`src/rtl/sys_seq_ctrl_if.sv`:
```
// Bus bundle between the system sequencer and its environment: program loader
// stream, core fetch/load-store taps, instruction/data memory ports and the dump stream.
interface sys_seq_ctrl_if #(
  parameter int unsigned WORD  = 32,
  parameter int unsigned ADDR  = 32,
  parameter int unsigned W_OPR = 32
);
  // program loader stream
  logic             ld_valid_i;
  logic             ld_ready_o;
  logic [WORD-1:0]  ld_data_i;
  logic             ld_last_i;
  // core side
  logic [ADDR-1:0]  core_inst_addr_i;
  logic             core_stall_o;
  logic             core_hlt_i;
  logic [ADDR-1:0]  core_ldst_addr_i;
  logic             core_ldst_write_i;
  logic [W_OPR-1:0] core_ldst_data_i;
  // instruction memory
  logic [ADDR-1:0]  imem_addr_o;
  logic             imem_write_o;
  logic [WORD-1:0]  imem_data_o;
  // data memory
  logic [ADDR-1:0]  dmem_addr_o;
  logic             dmem_write_o;
  logic [W_OPR-1:0] dmem_data_o;
  logic [W_OPR-1:0] dmem_q_i;
  // dump stream
  logic             dump_valid_o;
  logic             dump_ready_i;
  logic [W_OPR-1:0] dump_data_o;
  logic [ADDR-1:0]  dump_addr_o;
  logic             dump_last_o;
  // status
  logic [31:0]      cycles_o;
  logic             timeout_o;
  logic             done_o;

  // sequencer view
  modport slave (
    input  ld_valid_i, ld_data_i, ld_last_i,
    input  core_inst_addr_i, core_hlt_i, core_ldst_addr_i, core_ldst_write_i, core_ldst_data_i,
    input  dmem_q_i, dump_ready_i,
    output ld_ready_o, core_stall_o,
    output imem_addr_o, imem_write_o, imem_data_o,
    output dmem_addr_o, dmem_write_o, dmem_data_o,
    output dump_valid_o, dump_data_o, dump_addr_o, dump_last_o,
    output cycles_o, timeout_o, done_o
  );

  // environment view (loader, core, memories, dump sink)
  modport master (
    output ld_valid_i, ld_data_i, ld_last_i,
    output core_inst_addr_i, core_hlt_i, core_ldst_addr_i, core_ldst_write_i, core_ldst_data_i,
    output dmem_q_i, dump_ready_i,
    input  ld_ready_o, core_stall_o,
    input  imem_addr_o, imem_write_o, imem_data_o,
    input  dmem_addr_o, dmem_write_o, dmem_data_o,
    input  dump_valid_o, dump_data_o, dump_addr_o, dump_last_o,
    input  cycles_o, timeout_o, done_o
  );
endinterface

```
`src/rtl/sys_seq_ctrl.sv`:
```
// System sequencer: loads a program into instruction memory with the core stalled,
// runs the core until halt or cycle limit, then dumps data memory over a stream.
module sys_seq_ctrl #(
  parameter int unsigned WORD       = 32,
  parameter int unsigned ADDR       = 32,
  parameter int unsigned W_OPR      = 32,
  parameter int unsigned IMEM_DEPTH = 256,
  parameter int unsigned DUMP_WORDS = 256,
  parameter int unsigned MAX_CYCLES = 100000
) (
  input logic           clk,
  input logic           reset,
  sys_seq_ctrl_if.slave bus
);

  localparam int unsigned CYC_W = 32;

  typedef enum logic [2:0] {
    S_LOAD,
    S_RUN,
    S_DUMP_RD,
    S_DUMP_OUT,
    S_DONE
  } state_t;

  state_t           r_state, w_state_nxt;
  logic [ADDR-1:0]  r_ld_cnt, w_ld_cnt_nxt;
  logic [ADDR-1:0]  r_dump_ptr, w_dump_ptr_nxt;
  logic [CYC_W-1:0] r_cycles, w_cycles_nxt;
  logic             r_timeout, w_timeout_nxt;
  logic             r_ld_ready, r_stall, r_dump_valid, r_done;

  logic [ADDR-1:0]  w_imem_addr;
  logic             w_imem_write;
  logic [WORD-1:0]  w_imem_data;
  logic [ADDR-1:0]  w_dmem_addr;
  logic             w_dmem_write;
  logic [W_OPR-1:0] w_dmem_data;
  logic             w_ptr_last;

  assign w_ptr_last = (r_dump_ptr == ADDR'(DUMP_WORDS - 1));

  // State and counter registers; status flags are registered decodes of the next state
  always_ff @(posedge clk) begin
    if (reset) begin
      r_state      <= S_LOAD;
      r_ld_cnt     <= '0;
      r_dump_ptr   <= '0;
      r_cycles     <= '0;
      r_timeout    <= 1'b0;
      r_ld_ready   <= 1'b1;
      r_stall      <= 1'b1;
      r_dump_valid <= 1'b0;
      r_done       <= 1'b0;
    end else begin
      r_state      <= w_state_nxt;
      r_ld_cnt     <= w_ld_cnt_nxt;
      r_dump_ptr   <= w_dump_ptr_nxt;
      r_cycles     <= w_cycles_nxt;
      r_timeout    <= w_timeout_nxt;
      r_ld_ready   <= (w_state_nxt == S_LOAD);
      r_stall      <= (w_state_nxt != S_RUN);
      r_dump_valid <= (w_state_nxt == S_DUMP_OUT);
      r_done       <= (w_state_nxt == S_DONE);
    end
  end

  // Next-state, counter updates and the memory port muxes
  always_comb begin
    w_state_nxt    = r_state;
    w_ld_cnt_nxt   = r_ld_cnt;
    w_dump_ptr_nxt = r_dump_ptr;
    w_cycles_nxt   = r_cycles;
    w_timeout_nxt  = r_timeout;
    w_imem_addr    = '0;
    w_imem_write   = 1'b0;
    w_imem_data    = '0;
    w_dmem_addr    = r_dump_ptr;
    w_dmem_write   = 1'b0;
    w_dmem_data    = '0;

    case (r_state)
      S_LOAD: begin
        // ready is high for the whole phase, so every valid word is accepted
        w_imem_addr  = r_ld_cnt;
        w_imem_data  = bus.ld_data_i;
        w_imem_write = bus.ld_valid_i;
        if (bus.ld_valid_i) begin
          w_ld_cnt_nxt = r_ld_cnt + ADDR'(1);
          if (bus.ld_last_i || (r_ld_cnt == ADDR'(IMEM_DEPTH - 1))) begin
            w_state_nxt = S_RUN;
          end
        end
      end
      S_RUN: begin
        w_imem_addr  = bus.core_inst_addr_i;
        w_dmem_addr  = bus.core_ldst_addr_i;
        w_dmem_write = bus.core_ldst_write_i;
        w_dmem_data  = bus.core_ldst_data_i;
        w_cycles_nxt = r_cycles + CYC_W'(1);
        // halt takes priority over the cycle limit
        if (bus.core_hlt_i) begin
          w_state_nxt = S_DUMP_RD;
        end else if (r_cycles == CYC_W'(MAX_CYCLES - 1)) begin
          w_state_nxt   = S_DUMP_RD;
          w_timeout_nxt = 1'b1;
        end
      end
      S_DUMP_RD: begin
        w_state_nxt = S_DUMP_OUT;
      end
      S_DUMP_OUT: begin
        if (bus.dump_ready_i) begin
          if (w_ptr_last) begin
            w_state_nxt = S_DONE;
          end else begin
            w_dump_ptr_nxt = r_dump_ptr + ADDR'(1);
            w_state_nxt    = S_DUMP_RD;
          end
        end
      end
      S_DONE: begin
        w_state_nxt = S_DONE;
      end
      default: begin
        w_state_nxt = S_LOAD;
      end
    endcase
  end

  assign bus.ld_ready_o   = r_ld_ready;
  assign bus.core_stall_o = r_stall;
  assign bus.imem_addr_o  = w_imem_addr;
  assign bus.imem_write_o = w_imem_write;
  assign bus.imem_data_o  = w_imem_data;
  assign bus.dmem_addr_o  = w_dmem_addr;
  assign bus.dmem_write_o = w_dmem_write;
  assign bus.dmem_data_o  = w_dmem_data;
  assign bus.dump_valid_o = r_dump_valid;
  assign bus.dump_data_o  = r_dump_valid ? bus.dmem_q_i : '0;
  assign bus.dump_addr_o  = r_dump_ptr;
  assign bus.dump_last_o  = r_dump_valid && w_ptr_last;
  assign bus.cycles_o     = r_cycles;
  assign bus.timeout_o    = r_timeout;
  assign bus.done_o       = r_done;

endmodule

```
`src/flat_wrapper.sv`:
```
// flat-port wrapper written by rule: the top's interface ports become plain ports
module sys_seq_ctrl_flat 
#(
  parameter int unsigned WORD       = 32,
  parameter int unsigned ADDR       = 32,
  parameter int unsigned W_OPR      = 32,
  parameter int unsigned IMEM_DEPTH = 256,
  parameter int unsigned DUMP_WORDS = 256,
  parameter int unsigned MAX_CYCLES = 100000
)
  (clk, reset, bus_ld_valid_i, bus_ld_data_i, bus_ld_last_i, bus_core_inst_addr_i, bus_core_hlt_i, bus_core_ldst_addr_i, bus_core_ldst_write_i, bus_core_ldst_data_i, bus_dmem_q_i, bus_dump_ready_i, bus_ld_ready_o, bus_core_stall_o, bus_imem_addr_o, bus_imem_write_o, bus_imem_data_o, bus_dmem_addr_o, bus_dmem_write_o, bus_dmem_data_o, bus_dump_valid_o, bus_dump_data_o, bus_dump_addr_o, bus_dump_last_o, bus_cycles_o, bus_timeout_o, bus_done_o);
  sys_seq_ctrl_if #(.WORD(WORD), .ADDR(ADDR), .W_OPR(W_OPR)) bus_i ();
  input logic clk;
  input logic reset;
  input wire logic [$bits(bus_i.ld_valid_i)-1:0] bus_ld_valid_i;
  input wire logic [$bits(bus_i.ld_data_i)-1:0] bus_ld_data_i;
  input wire logic [$bits(bus_i.ld_last_i)-1:0] bus_ld_last_i;
  input wire logic [$bits(bus_i.core_inst_addr_i)-1:0] bus_core_inst_addr_i;
  input wire logic [$bits(bus_i.core_hlt_i)-1:0] bus_core_hlt_i;
  input wire logic [$bits(bus_i.core_ldst_addr_i)-1:0] bus_core_ldst_addr_i;
  input wire logic [$bits(bus_i.core_ldst_write_i)-1:0] bus_core_ldst_write_i;
  input wire logic [$bits(bus_i.core_ldst_data_i)-1:0] bus_core_ldst_data_i;
  input wire logic [$bits(bus_i.dmem_q_i)-1:0] bus_dmem_q_i;
  input wire logic [$bits(bus_i.dump_ready_i)-1:0] bus_dump_ready_i;
  output wire logic [$bits(bus_i.ld_ready_o)-1:0] bus_ld_ready_o;
  output wire logic [$bits(bus_i.core_stall_o)-1:0] bus_core_stall_o;
  output wire logic [$bits(bus_i.imem_addr_o)-1:0] bus_imem_addr_o;
  output wire logic [$bits(bus_i.imem_write_o)-1:0] bus_imem_write_o;
  output wire logic [$bits(bus_i.imem_data_o)-1:0] bus_imem_data_o;
  output wire logic [$bits(bus_i.dmem_addr_o)-1:0] bus_dmem_addr_o;
  output wire logic [$bits(bus_i.dmem_write_o)-1:0] bus_dmem_write_o;
  output wire logic [$bits(bus_i.dmem_data_o)-1:0] bus_dmem_data_o;
  output wire logic [$bits(bus_i.dump_valid_o)-1:0] bus_dump_valid_o;
  output wire logic [$bits(bus_i.dump_data_o)-1:0] bus_dump_data_o;
  output wire logic [$bits(bus_i.dump_addr_o)-1:0] bus_dump_addr_o;
  output wire logic [$bits(bus_i.dump_last_o)-1:0] bus_dump_last_o;
  output wire logic [$bits(bus_i.cycles_o)-1:0] bus_cycles_o;
  output wire logic [$bits(bus_i.timeout_o)-1:0] bus_timeout_o;
  output wire logic [$bits(bus_i.done_o)-1:0] bus_done_o;
  assign bus_i.ld_valid_i = bus_ld_valid_i;
  assign bus_i.ld_data_i = bus_ld_data_i;
  assign bus_i.ld_last_i = bus_ld_last_i;
  assign bus_i.core_inst_addr_i = bus_core_inst_addr_i;
  assign bus_i.core_hlt_i = bus_core_hlt_i;
  assign bus_i.core_ldst_addr_i = bus_core_ldst_addr_i;
  assign bus_i.core_ldst_write_i = bus_core_ldst_write_i;
  assign bus_i.core_ldst_data_i = bus_core_ldst_data_i;
  assign bus_i.dmem_q_i = bus_dmem_q_i;
  assign bus_i.dump_ready_i = bus_dump_ready_i;
  assign bus_ld_ready_o = bus_i.ld_ready_o;
  assign bus_core_stall_o = bus_i.core_stall_o;
  assign bus_imem_addr_o = bus_i.imem_addr_o;
  assign bus_imem_write_o = bus_i.imem_write_o;
  assign bus_imem_data_o = bus_i.imem_data_o;
  assign bus_dmem_addr_o = bus_i.dmem_addr_o;
  assign bus_dmem_write_o = bus_i.dmem_write_o;
  assign bus_dmem_data_o = bus_i.dmem_data_o;
  assign bus_dump_valid_o = bus_i.dump_valid_o;
  assign bus_dump_data_o = bus_i.dump_data_o;
  assign bus_dump_addr_o = bus_i.dump_addr_o;
  assign bus_dump_last_o = bus_i.dump_last_o;
  assign bus_cycles_o = bus_i.cycles_o;
  assign bus_timeout_o = bus_i.timeout_o;
  assign bus_done_o = bus_i.done_o;
  sys_seq_ctrl #(.WORD(WORD), .ADDR(ADDR), .W_OPR(W_OPR), .IMEM_DEPTH(IMEM_DEPTH), .DUMP_WORDS(DUMP_WORDS), .MAX_CYCLES(MAX_CYCLES)) u_core (.clk(clk), .reset(reset), .bus(bus_i));
endmodule
```
`config.mk`:
```
export PLATFORM = sky130hd
export DESIGN_NAME = sys_seq_ctrl_flat
export DESIGN_NICKNAME = d
export VERILOG_FILES = /design/src/rtl/sys_seq_ctrl_if.sv /design/src/rtl/sys_seq_ctrl.sv /design/src/flat_wrapper.sv
export SDC_FILE = /design/constraint.sdc
export NUM_CORES = 1
export LEC_CHECK = 0
export ABC_AREA = 0
export CAP_MARGIN = 25
export CORE_AREA = 2 2 154 156
export CTS_CLUSTER_DIAMETER = 200
export CTS_CLUSTER_SIZE = 20
export DETAILED_ROUTE_END_ITERATION = 6
export DIE_AREA = 0 0 156 158
export GPL_ROUTABILITY_DRIVEN = 1
export GPL_TIMING_DRIVEN = 0
export PLACE_DENSITY = 0.68
export RECOVER_POWER = 50
export SYNTH_ARGS = -nofsm -noshare
export SYNTH_HDL_FRONTEND = slang
export SYNTH_SLANG_ARGS = --single-unit
```
`constraint.sdc`:
```
create_clock -name clk -period 2.9 [get_ports clk]
set_clock_uncertainty 0.1 [all_clocks]
set_input_delay 0.435 -clock clk [delete_from_list [all_inputs] [get_ports clk]]
set_output_delay 0.435 -clock clk [all_outputs]
set_load 0.01 [all_outputs]
```
==> reports/results.ini, run 1 <==
[floorplanning]
core_mm2 = 0.02305
dieHeight_um = 158
row_count = 56
start_util_pct = 26.99
die_w_um = 156
dieArea_mm2 = 0.02465
ioPinCount = 399

[timing]
finalSetupViolations = 0
timing_hold_violations_final = 0
worstMarginPinSlew_ns = 0.6555
max_freq_mhz = 354.2
period_needed_ns = 2.824
fin_tns_setup_ns = 0
slew_violations = 0
setup_ws_ns = 0.07643
holdWs_ns = 0.3851
max_slew_margin_pct = 56.30
fin_crit_sh_pct = 97.36

[placed_design]
dp_slack_ns = -1.411
dpl.cell_count = 1532
hpwl_mm = 20.71
portBuffers = 397
place_congestion = 0.8669

[global_route]
grt_usage_pct = 20.31
grt_antenna_before_repair = 0
grt_pass1_vias = 6959
grt_max_degree = 18
grt_overflow = 0
grt_first_pass_wirelength_mm = 38.82

[detailed_routing]
drtIter0Drc = 352
routed_wl_mm = 26.48
ant_nets = 0
drcViolationCount = 0
wl_per_cell_um = 17.05
vias = 7449
first_pass_iters = 5
viasPerCell = 4.797

[critical_path]
worstPathArrival_ns = 2.29
worst_setup_path_start_kind = flop
worst_ep_required_time_ns = 2.37
cp_num_cells = 8
crit_type = flop to output pin
cp.buffers_inverters = 5
r2r_setup_slack_ns = 0.21
critical_path.max_fanout = 10
crit_top_cell = buf_8
crit_slowest_cell = clkdlybuf4s50_1
cpLargestDelayFamily = buffers and inverters
slowest_delay_ns = 0.59
reg2reg_to = u_core.r_ld_cnt[29]$_SDFFE_PP0P_
path_cells = buf_2 -> nor3b_4 -> buf_4 -> buf_8 -> buf_8 -> nand2_1 -> o21ai_0 -> clkdlybuf4s50_1
reg2reg_depth = 7
r2r_start = u_core.r_state[1]$_SDFF_PP0_
end_kind = output pin

[pwr]
power_leakage_nw = 4.237
powerDensity_mw_per_mm2 = 333.8
ir_drop_uv = 279.5

[layout]
area_delta_synth_final_pct = 78.06
finalNetCount = 1429
drive_gt1_share_pct = 4.751
n_antenna_cell = 0
seq_area_mm2 = 0.002087
fillerInstances = 2272
layout.cells.non_filler = 1553
multi_input_area_mm2 = 0.003905

[cts]
cts.sinks = 104
insertion_delay_ns = 0.35
htree_num_levels = 3
path_clk_slew_ns = 0.07
cts_root_buffer = clkbuf_16
clockBufferDepth = 2
cts_tree = yes
cts_buffers = 9

[logic_synthesis]
syn-instance-count = 844
synth_adder_area_share_pct = 0.6034
synth_flop_cell = dfxtp_1
synthSimpleGateAreaFrac_pct = 41.98
synth_top_area_share_pct = 33.47
synth-compound-area-share_pct = 7.944
synth_xor_area_share_pct = 11.26
netlist_top_cells_count = nand2_1 (143), and2_1 (104), dfxtp_1 (104)
ys_seq_area_share_pct = 33.47
synth_area_mm2 = 0.006221
netlist_top_cells_area = dfxtp_1 (33%), and2_1 (10%), nand2_1 (8.6%), xnor2_1 (7.5%), nor2_1 (5.7%)
ys.warnings.count = 0
synthMuxAreaShare_pct = 0.3218
avgSynthCellArea_um2 = 7.371
synth_nets = 1014
synthDistinctLibCells = 40
synth_top_family_by_area = simple AND/OR/NAND/NOR gates
synth_edf_count = 0
ys_ff_latch = 104
async_reset_ff_share_pct = 0
synth_top_area_cell = dfxtp_1
yosysMostFrequentCell = nand2_1

[worst_hold_path]
holdPathStages = 2
worstHoldStart = u_core.r_ld_cnt[4]$_SDFFE_PP0P_
hold_end = u_core.r_ld_cnt[4]$_SDFFE_PP0P_
hold_path_class = flop to flop

[flow_run]
max-cap-violations = 0

[outcome]
outcome = finished clean

==> worst reg2reg max path: stages, from the launching register on <==
cell and delay, ns:
dfxtp_1 0.31, buf_6 0.14, or4b_4 0.58, or3_4 0.43, or4_1 0.42, buf_2 0.18, or3_1 0.31, a21oi_1 0.14
==> registers in the layout, summed over array words and instances (netlist names) <==
| name | flops |
|---|---|
| u_core.bus.dump_valid_o | 1 |
| u_core.bus.cycles_o | 32 |
| u_core.bus.done_o | 1 |
| u_core.r_state | 3 |
| u_core.bus.core_stall_o | 1 |
| u_core.bus.timeout_o | 1 |
| u_core.bus.ld_ready_o | 1 |
| u_core.r_ld_cnt | 32 |
| u_core.bus.dump_addr_o | 32 |
==> per-layer routing <==
layer / GRT usage [%] / up-vias / wire length [µm] / share of wire, %
met3: 4.572 / 21 / 1707 / 6.4
met5: 0 / - / 0 / 0
met1: 24.38 / 3453 / 11110 / 42
met2: 37.15 / 286 / 13360 / 50
li1: - / 3689 / - / -
met4: 4.150 / 0 / 310 / 1.2
==> worst max path at each step <==
stage	startpoint	endpoint	slack (ns)
after floorplan	u_core.r_state[1]$_SDFF_PP0_	u_core.r_ld_cnt[25]$_SDFFE_PP0P_	0.43
after global placement	u_core.r_state[0]$_SDFF_PP0_	bus_dmem_addr_o[31]	-1.40
after detailed placement	u_core.r_state[0]$_SDFF_PP0_	bus_dmem_addr_o[31]	-1.41
after CTS	u_core.r_state[2]$_SDFF_PP0_	bus_dmem_addr_o[31]	-0.03
after global routing	u_core.r_state[2]$_SDFF_PP0_	bus_imem_addr_o[24]	-0.01
final	u_core.r_state[2]$_SDFF_PP0_	bus_imem_addr_o[13]	0.08
==> placed cells by master, fill, tap and decap left out, drive strengths merged, types with 24 or more instances in the layout <==
| master | n |
|---|---|
| clkdlybuf4s50 | 339 |
| nand2 | 143 |
| and2 | 104 |
| dfxtp | 104 |
| nor2 | 94 |
| xnor2 | 53 |
| dlygate4sd3 | 51 |
| clkbuf | 49 |
| nor4 | 39 |
| xor2 | 27 |
| a22o | 26 |
| nand3 | 26 |
| nand4 | 24 |
| nor3 | 24 |
==> stage by stage <==
stage	utilization [%]	power (mW)	cell area, µm²
after global placement	45.80	2.369	10560
after floorplan	-	1.782	6221
after CTS	47.83	3.740	11030
final	48.05	3.697	11080
after global routing	48.05	3.852	11080
after detailed placement	45.82	2.373	10560
==> layout make-up <==
type,instances,area share [%]
plain buffers,51,2.564
clock buffers,9,2.033
clock inverters,6,0.8359
inverters,18,0.6100
multi-input cells,669,35.25
flip-flops and latches,104,18.84
well taps,290,3.276
repair buffers,406,36.59
==> power breakdown <==
group | leakage, nW | internal [mW] | switching (mW)
sequential | 0.841 | 1.44 | 0.0125
combinational | 3.25 | 0.549 | 0.368
clock | 0.148 | 0.757 | 0.572
==> cells by family (layout without fill, tap and decap cells) <==
family | after synthesis | in the layout
adder cells (fa/ha/maj) | 3 | 3
AO/OA/AOI/OAI | 73 | 73
XOR/XNOR | 80 | 80
AND/OR/NAND/NOR | 511 | 511
multiplexers | 2 | 2
buffers and inverters | 71 | 490
flip-flops | 104 | 104
==> timing repair <==
action                     4_1_cts  5_1_grt
cloned                           1        0
hold buffers                     0        0
resized for setup               41       37
buffers inserted                 4        2
setup endpoints to repair      147      119
pin swaps                        3        1
hold endpoints to repair         0        0
Note: power is estimated with default switching activity, not from simulation.
==> run 2, diff against run 1 <==
CAP_MARGIN = 15   (was 25)
CORE_AREA = 2 2 156 158   (was 2 2 154 156)
DIE_AREA = 0 0 158 160   (was 0 0 156 158)
PLACE_DENSITY = 0.69   (was 0.68)
clock period = 2.45 ns   (was 2.9 ns; I/O delays follow)
==> run 2 against run 1 <==
Compared with the run above: the run now ends with negative setup slack left; core utilization shrank 1.2 points; critical endpoint is now u_core.r_ld_cnt[25]$_SDFFE_PP0P_; routed wire length grew 0.39%; cell count grew 3.7%.
==> reports/results.ini, run 2 (synthesis gave the netlist of run 1 again) <==
[outcome]
outcome = finished with violations
violations = negative setup slack

[detailed_routing]
drcViolationCount = 0
wl_per_cell_um = 16.50
viasPerCell = 4.708
ant_nets = 0
routed_wl_mm = 26.59
drtIter0Drc = 289
first_pass_iters = 5
vias = 7585

[floorplanning]
dieHeight_um = 160
core_mm2 = 0.02382
ioPinCount = 399
die_w_um = 158
dieArea_mm2 = 0.02528
start_util_pct = 26.12
row_count = 57

[critical_path]
worst_setup_path_start_kind = flop
end_kind = flop
slowest_delay_ns = 0.55
worstPathArrival_ns = 2.74
crit_type = flop to flop
critical_path.max_fanout = 6
worst_ep_required_time_ns = 2.63
crit_slowest_cell = or4b_4
path_cells = buf_6 -> or4b_4 -> or3_4 -> or4_4 -> or3_1 -> a21oi_1

[layout]
seq_area_mm2 = 0.002088
area_delta_synth_final_pct = 79.57
fillerInstances = 2381
final_cell_mix = clkdlybuf4s50_1 (200), nand2_1 (142), and2_1 (101)
multi_input_area_mm2 = 0.004005
layout.cells.non_filler = 1611
finalNetCount = 1451
drive_gt1_share_pct = 11.66
layout_commonest_cell = clkdlybuf4s50_1

[global_route]
grt_antenna_before_repair = 1
grt_first_pass_wirelength_mm = 39.80
grt_usage_pct = 20.08
grt_overflow = 0
grt_pass1_vias = 7252
grt_max_degree = 19

[placed_design]
portBuffers = 397
dpl.cell_count = 1565
place_congestion = 0.8540
hpwl_mm = 20.38

[timing]
finalSetupViolations = 42
slew_violations = 0
setup_ws_ns = -0.1075
timing_hold_violations_final = 0
rsz0062_at_grt = true
period_needed_ns = 2.558
worstMarginPinSlew_ns = 0.6890
max_slew_margin_pct = 53.68
fin_tns_setup_ns = -1.213
fin_crit_sh_pct = 104.4
max_freq_mhz = 391.0

[pwr]
power_leakage_nw = 4.696
ir_drop_uv = 315.8
powerDensity_mw_per_mm2 = 383.8
totalPowerFinal_mw = 4.287

[cts]
htree_num_levels = 3
insertion_delay_ns = 0.36
cts_buffers = 9
cts.sinks = 104
cts_tree = yes
clockBufferDepth = 2
path_clk_slew_ns = 0.07
cts_root_buffer = clkbuf_16

[flow_run]
max-cap-violations = 0

[worst_hold_path]
hold_path_class = input port to flop

## run 2: repair_timing
action | CTS | global route
setup endpoints to repair | 195 | 96
hold buffers | 0 | 0
gates cloned | 2 | 1
pin swaps | 10 | 10
resized for setup | 366 | 55
buffers inserted | 28 | 4
## run 2: through the flow
step | cell area, µm² | hold WS, ns | utilization [%] | setup slack (ns)
6_report | 11170 | 0.3583 | 46.90 | -0.1075
2_1_floorplan | 6221 | 0.3536 | - | 0.03820
3_3_place_gp | 10600 | 0.3643 | 44.50 | -1.735
5_1_grt | 11170 | 0.3698 | 46.90 | -0.1734
3_5_place_dp | 10600 | 0.3808 | 44.50 | -1.752
4_1_cts | 11220 | 0.3688 | 47.12 | -0.1201
## run 2: layer usage
metal / global-route usage [%] / vias up / share of wire (%)
met5: 0 / - / 0
met4: 6.470 / 0 / 2.6
met3: 4.396 / 42 / 7.2
met2: 35.75 / 299 / 49
met1: 23.75 / 3495 / 41
li1: - / 3749 / -
## run 2: cell type report
| class | count | share of cell area (%) |
|---|---|---|
| multi-input cells | 669 | 35.85 |
| repair buffers | 431 | 35.23 |
| flip-flops and latches | 104 | 18.69 |
| well taps | 324 | 3.629 |
| plain buffers | 48 | 3.259 |
| clock buffers | 9 | 2.016 |
| clock inverters | 7 | 0.6944 |
| inverters | 18 | 0.6048 |
| diodes | 1 | 0.02240 |
## run 2: worst paths after layout
path | from | end | slack (ns) | cells after the start
min | reset | u_core.bus.core_stall_o$_SDFF_PP1_ | 0.36 | 3
min reg2reg | u_core.r_ld_cnt[4]$_SDFFE_PP0P_ | u_core.r_ld_cnt[4]$_SDFFE_PP0P_ | 0.40 | 2
max | u_core.r_state[2]$_SDFF_PP0_ | u_core.r_ld_cnt[25]$_SDFFE_PP0P_ | -0.11 | 6
max reg2reg | u_core.r_state[2]$_SDFF_PP0_ | u_core.r_ld_cnt[25]$_SDFFE_PP0P_ | -0.11 | 6
## run 2: worst max-delay path: cells and delay by family (launching register included)
family,cells,cell delay [ns]
flops,1,0.33
simple gates,4,1.80
compound gates,1,0.13
buf+inv,1,0.11
## run 2: report_power, final
group	total, mW	internal [mW]	switching (mW)	leakage, nW
clock network	1.51	0.806	0.700	0.152
logic	1.06	0.608	0.454	3.70
registers	1.72	1.70	0.0162	0.841
total	4.29	3.12	1.17	4.70
==> run 3, diff against run 2 <==
CORE_AREA = 4 4 153 155   (was 2 2 156 158)
DIE_AREA = 0 0 157 159   (was 0 0 158 160)
PLACE_DENSITY = 0.72   (was 0.69)
==> run 3 against run 2 <==
Compared with the run above: the run still ends with negative setup slack left; core utilization increased by 3.9 points; final area shrank 0.81%; sequential share of layout area is 0.20 points higher; critical path depth shrank 1; first-iteration DRC count increased by 11%; via count decreased by 0.20%; hold slack improved by 0.0014 ns; clock-buffer cell count is the same; power down 2.2%; largest power group unchanged.
==> reports/results.ini, run 3 (synthesis gave the netlist of run 1 again) <==
[outcome]
outcome = finished with violations
violations = negative setup slack

[detailed_routing]
ant_nets = 0
wl_per_cell_um = 17.41
first_pass_iters = 5
viasPerCell = 4.843
routed_wl_mm = 27.21
drtIter0Drc = 322
drcViolationCount = 0
vias = 7570

[global_route]
grt_first_pass_wirelength_mm = 41.48
grt_max_degree = 19
grt_antenna_before_repair = 1
grt_usage_pct = 20.66
grt_pass1_vias = 7399
grt_overflow = 0

[cts]
cts_tree = yes
cts.sinks = 104
htree_num_levels = 3
path_clk_slew_ns = 0.08
cts_buffers = 9
cts_root_buffer = clkbuf_16
insertion_delay_ns = 0.36
clockBufferDepth = 2

[floorplanning]
row_count = 54
start_util_pct = 28.51
core_mm2 = 0.02182
dieArea_mm2 = 0.02496
dieHeight_um = 159
ioPinCount = 399
die_w_um = 157

[critical_path]
crit_type = flop to flop
worst_setup_path_start_kind = flop
critical_path.max_fanout = 7
end_kind = flop
worst_ep_required_time_ns = 2.63
worstPathArrival_ns = 2.73

[layout]
drive_gt1_share_pct = 12.25
finalNetCount = 1447
area_delta_synth_final_pct = 78.12
fillerInstances = 2134
layout.cells.non_filler = 1563
fin_util_pct = 50.77
layout_commonest_cell = clkdlybuf4s50_1
final_cell_mix = clkdlybuf4s50_1 (266), nand2_1 (143), and2_1 (103)
final_area_mm2 = 0.01108

[timing]
worstMarginPinSlew_ns = 0.7130
setup_ws_ns = -0.09818
holdWs_ns = 0.3597
slew_violations = 0
period_needed_ns = 2.548
max_freq_mhz = 392.4
fin_crit_sh_pct = 104.0
timing_hold_violations_final = 0
rsz0062_at_grt = true
max_slew_margin_pct = 52.46
finalSetupViolations = 3

[pwr]
power_leakage_nw = 4.329
powerDensity_mw_per_mm2 = 378.4
ir_drop_uv = 318.2

[placed_design]
portBuffers = 397
dpl.cell_count = 1522
hpwl_mm = 21.34
place_congestion = 0.8687
place_area_mm2 = 0.01055

[worst_hold_path]
hold_path_class = input port to flop

[flow_run]
max-cap-violations = 0

==> run 3: timing repair <==
action                                  CTS  global route
resized for setup                       313           107
pin swaps                                 8             9
hold buffers                              0             0
endpoints found under the setup margin  184            77
cloned                                    1             0
buffers inserted                         24             3
==> run 3: path summary, 6_finish.rpt <==
check	start	endpoint	slack (ns)	depth (start not counted)
max	u_core.r_state[1]$_SDFF_PP0_	u_core.r_ld_cnt[25]$_SDFFE_PP0P_	-0.1	5
min	reset	u_core.bus.core_stall_o$_SDFF_PP1_	0.36	3
max reg2reg	u_core.r_state[1]$_SDFF_PP0_	u_core.r_ld_cnt[25]$_SDFFE_PP0P_	-0.1	5
min reg2reg	u_core.r_ld_cnt[4]$_SDFFE_PP0P_	u_core.r_ld_cnt[4]$_SDFFE_PP0P_	0.41	2
==> run 3: area by class of cell <==
class,count,area [µm²],area share [%]
clock inverter,7,56.30,0.5081
timing repair buffer,427,3902,35.22
clock buffer,9,225.2,2.033
buffer,48,407.9,3.681
sequential,104,2093,18.89
multi-input combinational,669,3975,35.87
antenna,1,2.502,0.02258
inverter,18,67.56,0.6098
tap,280,350.3,3.162
==> run 3: through the flow <==
step	setup TNS [ns]	power, mW	worst slack [ns]
finish	-0.2238	4.192	-0.09818
global route	-0.4543	4.371	-0.1176
CTS	-0.3477	4.240	-0.1024
detailed placement	-142.93	2.817	-1.758
global placement	-157.60	2.809	-1.682
floorplan	0	2.110	0.03820
==> run 3: per-layer routing <==
layer / vias up / share of wire (%) / GRT usage [%]
met5: - / 0 / 0
met4: 0 / 2.7 / 6.233
met3: 46 / 7.9 / 5.137
met2: 307 / 49 / 36.40
met1: 3488 / 40 / 24.58
li1: 3729 / - / -
==> run 3: power breakdown <==
group          switching, mW  internal [mW]  leakage (nW)
Clock                  0.702          0.699         0.125
Sequential            0.0168           1.70         0.842
Combinational          0.451          0.621          3.36
Total                   1.17           3.02          4.33
==> run 3: worst max-delay path, stage by stage (launching register included) <==
cell and delay (ns):
dfxtp_4 0.37, or4b_4 0.58, or3_4 0.44, or4_4 0.47
or3_4 0.39, a21oi_2 0.13
